==> config.mk <==
export PLATFORM = sky130hd
export DESIGN_NAME = pc_sequencer_flat
export DESIGN_NICKNAME = d
export VERILOG_FILES = /design/src/rtl/pc_seq_pkg.sv /design/src/rtl/pc_sequencer_if.sv /design/src/rtl/next_pc_mux.sv /design/src/rtl/pc_sequencer.sv /design/src/flat_wrapper.sv
export SDC_FILE = /design/constraint.sdc
export NUM_CORES = 1
export LEC_CHECK = 0
export CORE_MARGIN = 8
export CORE_UTILIZATION = 51
export CTS_CLUSTER_DIAMETER = 120
export CTS_CLUSTER_SIZE = 12
export DETAILED_ROUTE_END_ITERATION = 16
export PLACE_DENSITY = 0.79
export SLEW_MARGIN = 5
export SYNTH_ARGS = -nofsm -noshare
export SYNTH_HDL_FRONTEND = slang
export SYNTH_HIERARCHICAL = 1
export SYNTH_SLANG_ARGS = --single-unit
==> constraint.sdc <==
create_clock -name clk -period 3.35 [get_ports clk]
set_input_delay 0.8375 -clock clk [delete_from_list [all_inputs] [get_ports clk]]
set_output_delay 0.8375 -clock clk [all_outputs]
set_load 0.05 [all_outputs]
==> src/rtl/pc_seq_pkg.sv <==
// pc_seq_pkg: shared types and constants for the next-PC sequencer.
//   PC_W                 - program counter width (fixed at 16 in this core)
//   pc_t                 - program counter / address type
//   seq_state_e          - sequencer FSM state (RUN, HALT)
//   RESET_PC_DEFAULT     - default reset PC
//   IRQ_VECTOR_DEFAULT   - default interrupt entry address
//   pc_inc()             - modulo-2^16 PC increment
package pc_seq_pkg;

  localparam int PC_W = 16;

  typedef logic [PC_W-1:0] pc_t;

  typedef enum logic {
    ST_RUN  = 1'b0,
    ST_HALT = 1'b1
  } seq_state_e;

  localparam pc_t RESET_PC_DEFAULT   = 16'h0000;
  localparam pc_t IRQ_VECTOR_DEFAULT = 16'h0100;

  // Wrap-around past 0xFFFF is silent by design.
  function automatic pc_t pc_inc(input pc_t pc);
    return pc + pc_t'(1);
  endfunction

endpackage

==> src/rtl/pc_sequencer_if.sv <==
// pc_sequencer_if: control and status bundle between the core datapath and
// the next-PC sequencer.
//   Control (core -> sequencer): stall, branch_taken, branch_offset, jump,
//     jump_target, halt_req, reti, irq
//   Status (sequencer -> core): pc, epc, irq_ack, ie, halted
//   modport master - core / decode side, drives control
//   modport slave  - the sequencer
interface pc_sequencer_if;
  import pc_seq_pkg::*;

  logic stall;
  logic branch_taken;
  pc_t  branch_offset;
  logic jump;
  pc_t  jump_target;
  logic halt_req;
  logic reti;
  logic irq;

  pc_t  pc;
  pc_t  epc;
  logic irq_ack;
  logic ie;
  logic halted;

  modport master (
    output stall, branch_taken, branch_offset, jump, jump_target,
           halt_req, reti, irq,
    input  pc, epc, irq_ack, ie, halted
  );

  modport slave (
    input  stall, branch_taken, branch_offset, jump, jump_target,
           halt_req, reti, irq,
    output pc, epc, irq_ack, ie, halted
  );

endinterface

==> src/rtl/next_pc_mux.sv <==
// next_pc_mux: combinational priority select of the PC the current
// instruction produces when it retires normally.
//   Priority: reti > halt_req > jump > branch_taken > sequential.
//   pc, epc          - current PC and saved return PC
//   reti, halt_req   - return-from-interrupt / HALT instruction
//   hold_on_halt     - 1: HALT holds pc; 0: HALT behaves as sequential
//                      (used when computing the interrupt return address)
//   jump, jump_target             - absolute jump
//   branch_taken, branch_offset   - relative branch from pc+1
//   next_pc          - selected address
module next_pc_mux
  import pc_seq_pkg::*;
(
  input  pc_t  pc,
  input  pc_t  epc,
  input  logic reti,
  input  logic halt_req,
  input  logic hold_on_halt,
  input  logic jump,
  input  pc_t  jump_target,
  input  logic branch_taken,
  input  pc_t  branch_offset,
  output pc_t  next_pc
);

  pc_t seq_pc;

  // NOTE: every output of a combinational block gets a default first so
  // no path leaves it unassigned and a latch is never inferred.
  always_comb begin
    seq_pc  = pc_inc(pc);
    next_pc = seq_pc;
    if (reti) begin
      next_pc = epc;
    end else if (halt_req && hold_on_halt) begin
      next_pc = pc;
    end else if (jump) begin
      next_pc = jump_target;
    end else if (branch_taken) begin
      // Two's-complement offset added modulo 2^16.
      next_pc = seq_pc + branch_offset;
    end
  end

endmodule

==> src/rtl/pc_sequencer.sv <==
// pc_sequencer: owns the program counter, the RUN/HALT FSM and single-level
// interrupt state (epc, ie, irq_ack) of the single-cycle core.
//   clk    - core clock, rising edge
//   reset  - asynchronous active-low reset
//   bus    - pc_sequencer_if.slave (control in, pc/epc/irq_ack/ie/halted out)
// All outputs come straight from flops; no input reaches an output
// combinationally.
module pc_sequencer
  import pc_seq_pkg::*;
#(
  parameter pc_t RESET_PC   = RESET_PC_DEFAULT,
  parameter pc_t IRQ_VECTOR = IRQ_VECTOR_DEFAULT
) (
  input  logic           clk,
  input  logic           reset,
  pc_sequencer_if.slave  bus
);

  seq_state_e state_q, state_d;
  pc_t        pc_q, pc_d;
  pc_t        epc_q, epc_d;
  logic       ie_q, ie_d;
  logic       irq_ack_q, irq_ack_d;

  pc_t        run_next_pc;
  pc_t        irq_ret_pc;

  // Normal retirement target: HALT holds the PC.
  next_pc_mux u_run_mux (
    .pc            (pc_q),
    .epc           (epc_q),
    .reti          (bus.reti),
    .halt_req      (bus.halt_req),
    .hold_on_halt  (1'b1),
    .jump          (bus.jump),
    .jump_target   (bus.jump_target),
    .branch_taken  (bus.branch_taken),
    .branch_offset (bus.branch_offset),
    .next_pc       (run_next_pc)
  );

  // Return address saved on interrupt entry: the interrupted instruction
  // retires, and a HALT it carries is dropped (treated as sequential).
  next_pc_mux u_ret_mux (
    .pc            (pc_q),
    .epc           (epc_q),
    .reti          (bus.reti),
    .halt_req      (bus.halt_req),
    .hold_on_halt  (1'b0),
    .jump          (bus.jump),
    .jump_target   (bus.jump_target),
    .branch_taken  (bus.branch_taken),
    .branch_offset (bus.branch_offset),
    .next_pc       (irq_ret_pc)
  );

  always_comb begin
    state_d   = state_q;
    pc_d      = pc_q;
    epc_d     = epc_q;
    ie_d      = ie_q;
    irq_ack_d = 1'b0;

    unique case (state_q)
      ST_RUN: begin
        if (bus.irq && ie_q && !bus.stall) begin
          epc_d     = irq_ret_pc;
          pc_d      = IRQ_VECTOR;
          ie_d      = 1'b0;
          irq_ack_d = 1'b1;
        end else if (bus.stall) begin
          // Everything holds; other control inputs are ignored.
        end else begin
          pc_d = run_next_pc;
          if (bus.reti) begin
            ie_d = 1'b1;
          end else if (bus.halt_req) begin
            state_d = ST_HALT;
          end
        end
      end

      ST_HALT: begin
        // Only an enabled interrupt (or reset) leaves HALT.
        if (bus.irq && ie_q) begin
          epc_d     = pc_inc(pc_q);
          pc_d      = IRQ_VECTOR;
          ie_d      = 1'b0;
          irq_ack_d = 1'b1;
          state_d   = ST_RUN;
        end
      end

      default: state_d = ST_RUN;
    endcase
  end

  // NOTE: state registers use non-blocking assignments so every flop samples
  // the pre-edge values of the others, regardless of statement order.
  always_ff @(posedge clk or negedge reset) begin
    if (!reset) begin
      state_q   <= ST_RUN;
      pc_q      <= RESET_PC;
      epc_q     <= '0;
      ie_q      <= 1'b1;
      irq_ack_q <= 1'b0;
    end else begin
      state_q   <= state_d;
      pc_q      <= pc_d;
      epc_q     <= epc_d;
      ie_q      <= ie_d;
      irq_ack_q <= irq_ack_d;
    end
  end

  assign bus.pc      = pc_q;
  assign bus.epc     = epc_q;
  assign bus.ie      = ie_q;
  assign bus.irq_ack = irq_ack_q;
  assign bus.halted  = (state_q == ST_HALT);

endmodule
==> src/flat_wrapper.sv <==
// flat-port wrapper written by rule: the top's interface ports become plain ports
module pc_sequencer_flat import pc_seq_pkg::*;
#(
  parameter pc_t RESET_PC   = RESET_PC_DEFAULT,
  parameter pc_t IRQ_VECTOR = IRQ_VECTOR_DEFAULT
)
  (clk, reset, bus_stall, bus_branch_taken, bus_branch_offset, bus_jump, bus_jump_target, bus_halt_req, bus_reti, bus_irq, bus_pc, bus_epc, bus_irq_ack, bus_ie, bus_halted);
  pc_sequencer_if bus_i ();
  input  logic clk;
  input  logic reset;
  input wire logic [$bits(bus_i.stall)-1:0] bus_stall;
  input wire logic [$bits(bus_i.branch_taken)-1:0] bus_branch_taken;
  input wire logic [$bits(bus_i.branch_offset)-1:0] bus_branch_offset;
  input wire logic [$bits(bus_i.jump)-1:0] bus_jump;
  input wire logic [$bits(bus_i.jump_target)-1:0] bus_jump_target;
  input wire logic [$bits(bus_i.halt_req)-1:0] bus_halt_req;
  input wire logic [$bits(bus_i.reti)-1:0] bus_reti;
  input wire logic [$bits(bus_i.irq)-1:0] bus_irq;
  output wire logic [$bits(bus_i.pc)-1:0] bus_pc;
  output wire logic [$bits(bus_i.epc)-1:0] bus_epc;
  output wire logic [$bits(bus_i.irq_ack)-1:0] bus_irq_ack;
  output wire logic [$bits(bus_i.ie)-1:0] bus_ie;
  output wire logic [$bits(bus_i.halted)-1:0] bus_halted;
  assign bus_i.stall = bus_stall;
  assign bus_i.branch_taken = bus_branch_taken;
  assign bus_i.branch_offset = bus_branch_offset;
  assign bus_i.jump = bus_jump;
  assign bus_i.jump_target = bus_jump_target;
  assign bus_i.halt_req = bus_halt_req;
  assign bus_i.reti = bus_reti;
  assign bus_i.irq = bus_irq;
  assign bus_pc = bus_i.pc;
  assign bus_epc = bus_i.epc;
  assign bus_irq_ack = bus_i.irq_ack;
  assign bus_ie = bus_i.ie;
  assign bus_halted = bus_i.halted;
  pc_sequencer #(.RESET_PC(RESET_PC), .IRQ_VECTOR(IRQ_VECTOR)) u_core (.clk(clk), .reset(reset), .bus(bus_i));
endmodule
==> out/qor.txt <==
Outcome = complete, but fails checks
Violated checks = setup timing
Fill cells = 803
Max FO, Critical Path = 6
MaxCap Viol Count = 0
Fin. Hold Viols = 0
Core Region = 0.00982 mm^2
1st-pass router iterations = 5
WL final = 21000 um
Longest Clk Path Bufs = 2
Leak Pwr = 3.07 nW
Starting Density = 0.525
Number of global-route vias before repair = 6316
Mux contribution to synthesized area = 0.0294
Clock skew = 0.0112 ns
Simple logic cell fraction of the synthesized area = 0.253
Critical Path Sink = u_core/bus.pc[15]$_DFFE_PN0P_
Most Frequent Cell on Critical Path = buf_4
Cell taking the most area after synthesis = dfrtp_1
CP Launch Type = flop
Final setup fails = 2
Syn-to-layout area delta = 40.9%
Routed Antenna Nets = 0
Total CTS buffers = 5
Max incr delay on CP = 0.51 ns
Adder-cell area share of the yosys netlist = 0.107
Final instance area = 0.00727 mm^2
FF-to-FF setup slack = -0.02 ns
Max Slew Vio Count = 0
Largest family of logic cells by synthesized area = compound AO/OA/AOI/OAI gates
Most frequent cells in the layout = 109 x buf_4, 95 x nand2_1, 72 x clkdlybuf4s50_1
Slew @ Worst Pin = 0.737 ns
Placed inst area = 0.00676 mm^2
Clock transition at path regs = 0.09 ns
Ys Warns = 6
Max_slew headroom = 0.509
WP data arrival = 3.56 ns
GRT Overall Usage = 0.301
WS Path Type = reg2reg
Synth Area in XOR/XNOR = 0.0917
Crit Reg-Reg Startpoint = u_core/bus.pc[0]$_DFFE_PN0P_
CP Depth = 14
Die Height = 117 um
Async S/R FF share, synth = 1.00
Routed vias = 6485
Syn Inst Count = 697
Synthesized area = 0.00516 mm^2
WL/cell = 21.1 um
Latest clock arrival within the worst-skew pair = 0.30 ns
PD cells = 898 mW/mm^2
Final GP Congestion = 0.987
Top cell type's share of synthesized area = 0.165
RSZ-0062 raised after global routing = true
Worst R2R Path Depth = 14
Critical path launch point = u_core/bus.pc[0]$_DFFE_PN0P_
Nets = 942
Fin crit period = 3.37 ns
Layout cells sized above 1 = 0.229
Crit path max-delay cell type = or4b_4
Top delay family on crit path = compound AO/OA/AOI/OAI gates
Synth top area cells = dfrtp_1 16%, ha_1 9.9%, nand2_1 7.1%
Crit share post-route = 1.01
Die ar. = 0.0136 mm^2
Hold depth = 2
CTS tree = yes
Antenna fix cells = 0
Sequential share of the synthesized area = 0.170
Worst r2r dst = u_core/bus.pc[15]$_DFFE_PN0P_
CP Capture Type = flop
Syn avg cell area = 7.40 um^2
DR vias/cell = 6.53
Die X = 117 um
Yosys cell types = 74
Final TNS setup = -0.0351 ns
Ys flop type = dfrtp_1
Root buffer cell = clkbuf_8
First DRT Iteration DRCs = 779
Synth Register Bits = 35
Largest net degree at the start of global routing = 64
CTS Sinks = 35
Min setup slack post-route = -0.0249 ns
I/O Buffers = 74
CTS H-tree lvls = 2
Number of synthesized flops with an enable pin = 0
First-pass GRT wire length = 32100 um
Worst EP required = 3.53 ns
GRT Residual Overflow = 0
CP cell instances = ha_4, nand2_4, nor2_4, buf_4, buf_4, nand3_2, xnor2_2, ha_1, o21a_1, a21boi_2, or4b_4, a2111oi_4, nor4b_2, a22o_1
Peak Freq = 0.296 GHz
Critical path buffers and inverters = 2
Worst VDD drop = 0.701 mV
# DRC = 0
Commonest non-fill, non-tap cell in the layout = buf_4
Site row count = 36
Hold WC Path Type = reg2reg
I/O pin cnt = 75
Initial antenna violation count = 0
Compound-gate portion of the synthesized area = 0.310
HPWL after DPL = 15500 um
-- layout make-up --
cell class / count / area, um^2 / share of cell area
clock buffers: 5 / 68.8 / 0.00947
clock inverters: 3 / 43.8 / 0.00603
inverters: 17 / 63.8 / 0.00878
multi-input cells: 615 / 4430 / 0.610
flip-flops and latches: 35 / 908 / 0.125
well taps: 133 / 166 / 0.0229
repair buffers: 185 / 1580 / 0.218
-- synth_stat cells, types with 3 or more instances --
| cell | n |
|---|---|
| nor2_1 | 51 |
| o31ai_1 | 7 |
| buf_2 | 3 |
| inv_1 | 15 |
| nor3_1 | 7 |
| o21a_1 | 7 |
| nand4_1 | 13 |
| o21ai_1 | 8 |
| o211ai_1 | 10 |
| nand2_1 | 97 |
| o21ai_0 | 55 |
| dfrtp_1 | 34 |
| xor2_1 | 22 |
| a21o_1 | 8 |
| nor4_1 | 7 |
| nand3_1 | 19 |
| nand2b_1 | 16 |
| a31oi_1 | 5 |
| mux2i_1 | 14 |
| ha_1 | 41 |
| clkbuf_1 | 26 |
| and3_1 | 10 |
| a211oi_1 | 6 |
| a21oi_1 | 58 |
| xnor2_1 | 32 |
| o21ai_2 | 3 |
| a22o_1 | 16 |
| or3_1 | 10 |
| and2_1 | 8 |
| o22ai_1 | 5 |
| a211oi_2 | 3 |
| nor2b_1 | 3 |
| o221ai_1 | 15 |
| and4_1 | 8 |
-- worst register-to-register path, cell delays in order, from the launching register on --
cell,delay [ns]
dfrtp_4,0.49
ha_4,0.19
nand2_4,0.09
nor2_4,0.13
buf_4,0.13
buf_4,0.10
nand3_2,0.09
xnor2_2,0.16
ha_1,0.32
o21a_1,0.16
a21boi_2,0.19
or4b_4,0.51
a2111oi_4,0.39
nor4b_2,0.10
a22o_1,0.21
-- power breakdown --
part           switching [mW]  total (mW)  internal [mW]
sequential              0.291       0.934          0.643
clock                   0.176       0.398          0.222
combinational            2.98        5.20           2.22
total                    3.45        6.53           3.08
-- what timing repair did --
item / 4_1_cts / 5_1_grt
gates resized for setup: 14 / 43
setup buffers: 5 / 8
hold buffers: 0 / 0
pin swaps: 7 / 23
endpoints found under the setup margin: 9 / 15
-- worst min path at each step --
stage,startpoint,endpoint,slack [ns]
after detailed placement,u_core/bus.epc[1]$_DFFE_PN0P_,u_core/bus.epc[1]$_DFFE_PN0P_,0.53
after floorplan,reset,u_core/bus.epc[0]$_DFFE_PN0P_,0.54
after CTS,u_core/bus.epc[7]$_DFFE_PN0P_,u_core/bus.epc[7]$_DFFE_PN0P_,0.56
after global placement,u_core/bus.epc[1]$_DFFE_PN0P_,u_core/bus.epc[1]$_DFFE_PN0P_,0.52
after global routing,u_core/bus.epc[3]$_DFFE_PN0P_,u_core/bus.epc[3]$_DFFE_PN0P_,0.59
final,u_core/bus.epc[7]$_DFFE_PN0P_,u_core/bus.epc[7]$_DFFE_PN0P_,0.55
-- cell families after synthesis --
| family | count (synthesis) |
|---|---|
| other | 2 |
| and+or+nand+nor | 263 |
| muxes | 15 |
| buffers and inverters | 49 |
| adders and majority gates | 43 |
| xor gates and xnor gates | 54 |
| DFF | 35 |
| AOI/OAI and AO/OA | 236 |
-- stage by stage --
| step | setup slack (ns) | std cells | utilization | hold WS [ns] | power (mW) |
|---|---|---|---|---|---|
| floorplan | -0.00511 | 699 | - | 0.542 | 3.88 |
| global placement | -0.328 | 972 | 0.688 | 0.517 | 5.55 |
| detailed placement | -0.391 | 972 | 0.688 | 0.532 | 5.66 |
| CTS | -0.0846 | 985 | 0.709 | 0.555 | 6.15 |
| global route | -0.113 | 993 | 0.740 | 0.586 | 6.92 |
| finish | -0.0249 | 993 | 0.740 | 0.548 | 6.53 |
-- sequential cells by signal, summed over array words and instances, names as in the netlist --
signal	count
u_core/bus.epc	16
u_core/bus.pc	16
u_core/bus.halted	1
u_core/bus.ie	1
u_core/bus.irq_ack	1
-- routing by layer --
| metal | global-route usage | wire (um) | part of all wire | vias to the layer above |
|---|---|---|---|---|
| li1 | - | - | - | 2910 |
| met1 | 0.348 | 8050 | 0.38 | 3072 |
| met2 | 0.509 | 9720 | 0.46 | 408 |
| met3 | 0.0476 | 1850 | 0.088 | 95 |
| met4 | 0.195 | 1350 | 0.064 | 0 |
| met5 | 0 | 0 | 0 | - |
Power figures use the tool's default switching activity.
